<file path="config.mk">
export PLATFORM = sky130hd
export DESIGN_NAME = palette_lut_dbuf
export DESIGN_NICKNAME = d
export VERILOG_FILES = /design/src/rtl/palette_lut_dbuf.sv
export SDC_FILE = /design/constraint.sdc
export NUM_CORES = 1
export LEC_CHECK = 0
export CORE_MARGIN = 5
export CORE_UTILIZATION = 55
export CTS_CLUSTER_DIAMETER = 50
export CTS_CLUSTER_SIZE = 10
export DETAILED_ROUTE_END_ITERATION = 12
export PLACE_DENSITY = 0.79
export SLEW_MARGIN = 20
export SYNTH_ARGS = -nofsm -noshare
export SYNTH_HDL_FRONTEND = slang
export SYNTH_SLANG_ARGS = --single-unit
</file>
<file path="constraint.sdc">
create_clock -name clk -period 9 [get_ports clk]
set_input_delay 1.35 -clock clk [delete_from_list [all_inputs] [get_ports clk]]
set_output_delay 1.35 -clock clk [all_outputs]
set_load 0.1 [all_outputs]
</file>
<file path="src/rtl/palette_lut_dbuf.sv">
// -----------------------------------------------------------------------------
// palette_lut_dbuf
//
// Double-buffered programmable colour palette. Game logic writes colours into
// the shadow bank through a ready/valid write port. A commit arms a bank swap,
// and the swap itself happens on the next frame_start so the display never
// sees a half-updated table. After the swap the new active bank is copied
// entry by entry into the new shadow. Further edits then start from what is
// currently on screen.
//
// The read path is a fixed two-stage pipeline. It never stalls and is
// independent of the swap state machine:
//   stage 1 : register the lookup request (valid, index, blank, fade)
//   stage 2 : read the active bank, apply fade and blanking, register colour
//
// Parameters
//   INDEX_W  palette index width (2**INDEX_W entries per bank)
//   COLOR_W  bits per colour channel (entry = {red, green, blue})
//
// Ports
//   clk          pixel clock
//   reset_n      asynchronous active-low reset
//   frame_start  one-cycle pulse at the start of vertical blank
//   wr_valid     palette write request
//   wr_ready     write accepted when wr_valid && wr_ready (IDLE only)
//   wr_index     entry to write in the shadow bank
//   wr_rgb       colour {r,g,b} to write
//   commit       one-cycle pulse requesting a shadow-to-active swap
//   busy         high while a swap is pending or the copy-back is running
//   active_bank  bank currently read by the display
//   rd_valid     lookup request
//   index        lookup index
//   blank        force black for this pixel
//   fade         brightness, all-ones = full intensity
//   out_valid    colour valid (two cycles after the request)
//   red/green/blue  looked-up, faded, blanked colour
// -----------------------------------------------------------------------------
module palette_lut_dbuf #(
    parameter int INDEX_W = 4,
    parameter int COLOR_W = 4
) (
    input  logic                   clk,
    input  logic                   reset_n,
    input  logic                   frame_start,
    input  logic                   wr_valid,
    output logic                   wr_ready,
    input  logic [INDEX_W-1:0]     wr_index,
    input  logic [3*COLOR_W-1:0]   wr_rgb,
    input  logic                   commit,
    output logic                   busy,
    output logic                   active_bank,
    input  logic                   rd_valid,
    input  logic [INDEX_W-1:0]     index,
    input  logic                   blank,
    input  logic [COLOR_W-1:0]     fade,
    output logic                   out_valid,
    output logic [COLOR_W-1:0]     red,
    output logic [COLOR_W-1:0]     green,
    output logic [COLOR_W-1:0]     blue
);

    localparam int DEPTH = 1 << INDEX_W;
    localparam int RGB_W = 3 * COLOR_W;
    localparam int PROD_W = 2 * COLOR_W;

    localparam logic [1:0] ST_IDLE    = 2'd0;
    localparam logic [1:0] ST_PENDING = 2'd1;
    localparam logic [1:0] ST_COPY    = 2'd2;

    // Scales one channel by (fade+1)/2**COLOR_W. The +1 makes all-ones an
    // exact identity and zero a full black, with no separate special cases.
    function automatic logic [COLOR_W-1:0] fade_scale(
        input logic [COLOR_W-1:0] c,
        input logic [COLOR_W-1:0] f
    );
        logic [PROD_W-1:0] prod;
        prod = PROD_W'(c) * (PROD_W'(f) + PROD_W'(1));
        return prod[PROD_W-1:COLOR_W];
    endfunction

    logic [1:0]          state;
    logic [INDEX_W-1:0]  cnt;
    logic                shadow_bank;
    logic                wr_fire;
    logic                copy_en;

    logic [RGB_W-1:0]    mem [2][DEPTH];

    assign shadow_bank = ~active_bank;
    assign wr_ready    = (state == ST_IDLE);
    assign busy        = (state != ST_IDLE);
    assign wr_fire     = wr_valid && wr_ready;
    assign copy_en     = (state == ST_COPY);

    // Swap controller. A commit in IDLE only arms the swap. A frame_start
    // arriving in that same cycle is deliberately not acted on, because the
    // state is still IDLE when it is sampled.
    always_ff @(posedge clk or negedge reset_n) begin
        if (!reset_n) begin
            state       <= ST_IDLE;
            cnt         <= '0;
            active_bank <= 1'b0;
        end else begin
            case (state)
                ST_IDLE: begin
                    if (commit) begin
                        state <= ST_PENDING;
                    end
                end
                ST_PENDING: begin
                    if (frame_start) begin
                        active_bank <= ~active_bank;
                        cnt         <= '0;
                        state       <= ST_COPY;
                    end
                end
                ST_COPY: begin
                    cnt <= cnt + 1'b1;
                    if (&cnt) begin
                        state <= ST_IDLE;
                    end
                end
                default: begin
                    state <= ST_IDLE;
                end
            endcase
        end
    end

    // Palette storage. Writes are only accepted in IDLE and the copy-back only
    // runs in COPY, so the two shadow-bank write sources never collide.
    always_ff @(posedge clk or negedge reset_n) begin
        if (!reset_n) begin
            for (int b = 0; b < 2; b++) begin
                for (int e = 0; e < DEPTH; e++) begin
                    mem[b][e] <= '0;
                end
            end
        end else begin
            if (wr_fire) begin
                mem[shadow_bank][wr_index] <= wr_rgb;
            end
            if (copy_en) begin
                mem[shadow_bank][cnt] <= mem[active_bank][cnt];
            end
        end
    end

    // ---- stage 1: request registers ----
    logic                vld_p1;
    logic [INDEX_W-1:0]  idx_p1;
    logic                blank_p1;
    logic [COLOR_W-1:0]  fade_p1;

    always_ff @(posedge clk or negedge reset_n) begin
        if (!reset_n) begin
            vld_p1 <= 1'b0;
        end else begin
            vld_p1 <= rd_valid;
        end
    end

    // Request data is only captured for real lookups, so stage 2 never
    // consumes an uninitialised index.
    always_ff @(posedge clk) begin
        if (rd_valid) begin
            idx_p1   <= index;
            blank_p1 <= blank;
            fade_p1  <= fade;
        end
    end

    // ---- stage 2: bank read, fade, blank, output registers ----
    // The bank is selected with the live active_bank. A lookup in stage 2 during
    // the swap cycle still sees the old bank. From the following cycle on it
    // sees the new one.
    logic [RGB_W-1:0]    rd_rgb_p1;
    logic [COLOR_W-1:0]  r_p1;
    logic [COLOR_W-1:0]  g_p1;
    logic [COLOR_W-1:0]  b_p1;

    always_comb begin
        rd_rgb_p1 = mem[active_bank][idx_p1];
        r_p1      = '0;
        g_p1      = '0;
        b_p1      = '0;
        if (!blank_p1) begin
            r_p1 = fade_scale(rd_rgb_p1[RGB_W-1 -: COLOR_W], fade_p1);
            g_p1 = fade_scale(rd_rgb_p1[2*COLOR_W-1 -: COLOR_W], fade_p1);
            b_p1 = fade_scale(rd_rgb_p1[COLOR_W-1:0], fade_p1);
        end
    end

    always_ff @(posedge clk or negedge reset_n) begin
        if (!reset_n) begin
            out_valid <= 1'b0;
            red       <= '0;
            green     <= '0;
            blue      <= '0;
        end else begin
            out_valid <= vld_p1;
            if (vld_p1) begin
                red   <= r_p1;
                green <= g_p1;
                blue  <= b_p1;
            end
        end
    end

endmodule

</file>
==> impl_metrics.env <==
export IMPL_status="complete, no violations"
export IMPL_p_per_area_mw_per_mm2=388
export IMPL_syn_to_final_growth_pct=8.70
export IMPL_finish_utilization=0.603
export IMPL_place_ws_ns=2.95
export IMPL_ant_nets=0
export IMPL_critPathBufInv=3
export IMPL_grt_first_pass_wirelength_mm=134
export IMPL_grt_use_total=0.326
export IMPL_dr_total_vias=21600
export IMPL_die_width_um=232
export IMPL_die_h_um=232
export IMPL_hold_slack_ns=0.398
export IMPL_core_mm2=0.0488
export IMPL_synth_cells=2519
export IMPL_yosys_top_cells_area="dfrtp_1 37%, mux4_2 17%, mux2_2 14%"
export IMPL_start_util=0.555
export IMPL_cts_resized=0
export IMPL_gr_total_overflow=0
export IMPL_crit_fanout=47
export IMPL_rsz0062_at_grt="no"
export IMPL_synth_commonest_cells="405 x dfrtp_1, 325 x mux2_2, 251 x nand2_1, 220 x a21oi_1, 203 x mux4_2"
export IMPL_required_ns=9.48
export IMPL_drc=0
export IMPL_synthFlopType="dfrtp_1"
export IMPL_synth_area_mm2=0.0271
export IMPL_drt_first_pass_iters=8
export IMPL_clk_latency_ns=0.62
export IMPL_cp_top_family="adder cells"
export IMPL_start_kind="flop"
export IMPL_slew_violations=0
export IMPL_nFillCells=3864
export IMPL_multi_input_area_mm2=0.0156
export IMPL_skew_ns=0.0300
export IMPL_dpl_cell_area_mm2=0.0279
export IMPL_clkSlewWorstSetupHoldPaths_ns=0.06
export IMPL_synth_seq_area_share=0.384
export IMPL_worst_slew_pin_slew_ns=1.12
export IMPL_routed_via_density=6.91
export IMPL_postCtsSetupBuffers=0
export IMPL_holdBufCountCts=0
export IMPL_critPathMaxStageDelay_ns=0.88
export IMPL_dp_hpwl_mm=55.4
export IMPL_cts_tree="yes"
export IMPL_stdcell_area_mm2=0.0294
export IMPL_synth_nets=2597
export IMPL_layout_drive_gt1_share=0.281
export IMPL_slew_limit_headroom=0.240
export IMPL_tns_ns=0
export IMPL_timing_fmax_mhz=162
export IMPL_pin_count=47
export IMPL_ys_ff_latch=414
export IMPL_vdd_ir_drop_max_uv=256
export IMPL_finalWorstSetupSlack_ns=2.85
export IMPL_yosysMostFrequentCell="dfrtp_1"
export IMPL_clock_sinks=414
export IMPL_regArea_mm2=0.0104
export IMPL_setup_violations=0
export IMPL_antenna_found_initial=4
export IMPL_async_flop_share=0.978
export IMPL_synth_edf_count=9
export IMPL_cap_violations=0
export IMPL_p_total_mw=11.4
export IMPL_min_period_over_period=0.684
export IMPL_portBuffers=46
export IMPL_row_count=81
export IMPL_synth_cell_types=53
export IMPL_p_leak_nw=12.4
export IMPL_cts_buffers=52
export IMPL_hold_class="reg2reg"
export IMPL_grt_pass1_vias=21400
export IMPL_clk_path_buf_depth=3
export IMPL_drt_total_wl_mm=87.6
export IMPL_critPathSlowestCell="dfrtp_4"
export IMPL_hold_violations=0
export IMPL_ys_warn_count=0
export IMPL_wire_per_inst_um=28.1
export IMPL_synth_area_leader_cell="dfrtp_1"
export IMPL_first_iter_violations=2699
export IMPL_synth_area_per_cell_um2=10.8
export IMPL_dpl_cell_count=3042
export IMPL_htreeDepth=2
export IMPL_globalplace_congestion=1.09
export IMPL_path_cells="buf_4 > mux4_2 > mux2_2 > nand2_1 > nand4b_1 > and2_1 > fa_1 > inv_1 > fa_1 > inv_1 > ha_1 > a21o_1 > a21oi_1 > nor2b_1 > a311oi_1 > xnor2_1 > o2bb2ai_1"
export IMPL_fin_crit_ns=6.15
export IMPL_cp_arrival_ns=6.63
export IMPL_synth_top_area_frac=0.374
export IMPL_grt_max_degree=166
export IMPL_setup_worst_path_class="reg2reg"
export IMPL_dieArea_mm2=0.0538
export IMPL_cts_root_buffer_cell="clkbuf_16"
export IMPL_fin_nets=2510
export IMPL_crit_path_end_kind="flop"
export IMPL_instances_no_fill=3120
-- registers in the layout, summed over array words and instances, names as in the netlist, 2 cells and up --
signal   count
cnt          4
mem        384
red          4
fade_p1      4
green        4
state        2
idx_p1       4
blue         4
-- placed cells by master (no fill, tap or decap), types with 5 or more instances in the layout --
| master | n |
|---|---|
| dfrtp_1 | 403 |
| mux2_2 | 325 |
| nand2_1 | 251 |
| a21oi_1 | 220 |
| mux4_2 | 203 |
| nor2_1 | 196 |
| o21ai_0 | 190 |
| nor2b_1 | 89 |
| a211oi_1 | 72 |
| buf_4 | 58 |
| clkbuf_16 | 53 |
| clkdlybuf4s50_1 | 42 |
| inv_1 | 35 |
| mux2i_1 | 33 |
| ha_1 | 32 |
| o22ai_1 | 20 |
| nand3_1 | 16 |
| fa_1 | 15 |
| nand2b_1 | 14 |
| xnor2_1 | 14 |
| and3_1 | 13 |
| and2_1 | 12 |
| a22o_1 | 12 |
| a22oi_1 | 10 |
| edfxtp_1 | 9 |
| clkbuf_1 | 9 |
| mux2i_2 | 7 |
| nor3b_1 | 7 |
| a221oi_1 | 7 |
| nor3_1 | 6 |
| xor2_1 | 5 |
-- kinds of logic (layout without fill, tap and decap cells) --
kind of cell             count (synthesis)  after routing  share of synthesized area
AO/OA/AOI/OAI                          552            552                      0.116
XOR/XNOR                                19             19                    0.00614
adder cells (fa/ha/maj)                 47             47                     0.0259
buffers and inverters                  285            221                     0.0444
flip-flops                             414            414                      0.384
multiplexers                           569            569                      0.319
other                                    0              1                          0
AND/OR/NAND/NOR                        633            633                      0.105
-- report_power, final --
| group | total (mW) | leakage, nW | switching (mW) | internal, mW |
|---|---|---|---|---|
| Clock | 1.96 | 0.752 | 0.815 | 1.14 |
| Combinational | 6.09 | 6.87 | 3.34 | 2.75 |
| Sequential | 3.38 | 4.82 | 0.716 | 2.66 |
| Total | 11.4 | 12.4 | 4.87 | 6.55 |
-- per-layer routing --
layer  track usage  up-vias  part of all wire
met2         0.489     1408              0.44
met1         0.414    10800              0.36
met3         0.106      357              0.12
met5             0        -           0.00030
met4         0.196        4             0.076
li1              -     9020                 -
-- path summary, 6_finish.rpt --
| kind | depth (start not counted) | from | endpoint | slack, ns |
|---|---|---|---|---|
| max | 17 | active_bank$_DFFE_PN0P_ | red[3]$_DFFE_PN0P_ | 2.85 |
| min | 0 | vld_p1$_DFF_PN0_ | out_valid$_DFF_PN0_ | 0.40 |
| max reg2reg | 17 | active_bank$_DFFE_PN0P_ | red[3]$_DFFE_PN0P_ | 2.85 |
| min reg2reg | 0 | vld_p1$_DFF_PN0_ | out_valid$_DFF_PN0_ | 0.40 |
| max in group asynchronous | 2 | reset_n | active_bank$_DFFE_PN0P_ | 6.66 |
| min in group asynchronous | 1 | reset_n | mem[160]$_DFF_PN0_ | 0.79 |
-- layout make-up --
type,instances,area share
Multi-Input combinational cell,1820,0.529
Sequential cell,414,0.354
Clock buffer,65,0.0476
Timing Repair Buffer,107,0.0321
Tap cell,664,0.0282
Inverter,37,0.00472
Clock inverter,12,0.00446
Antenna cell,1,0.0000850
Note: power is estimated with default switching activity, not from simulation.
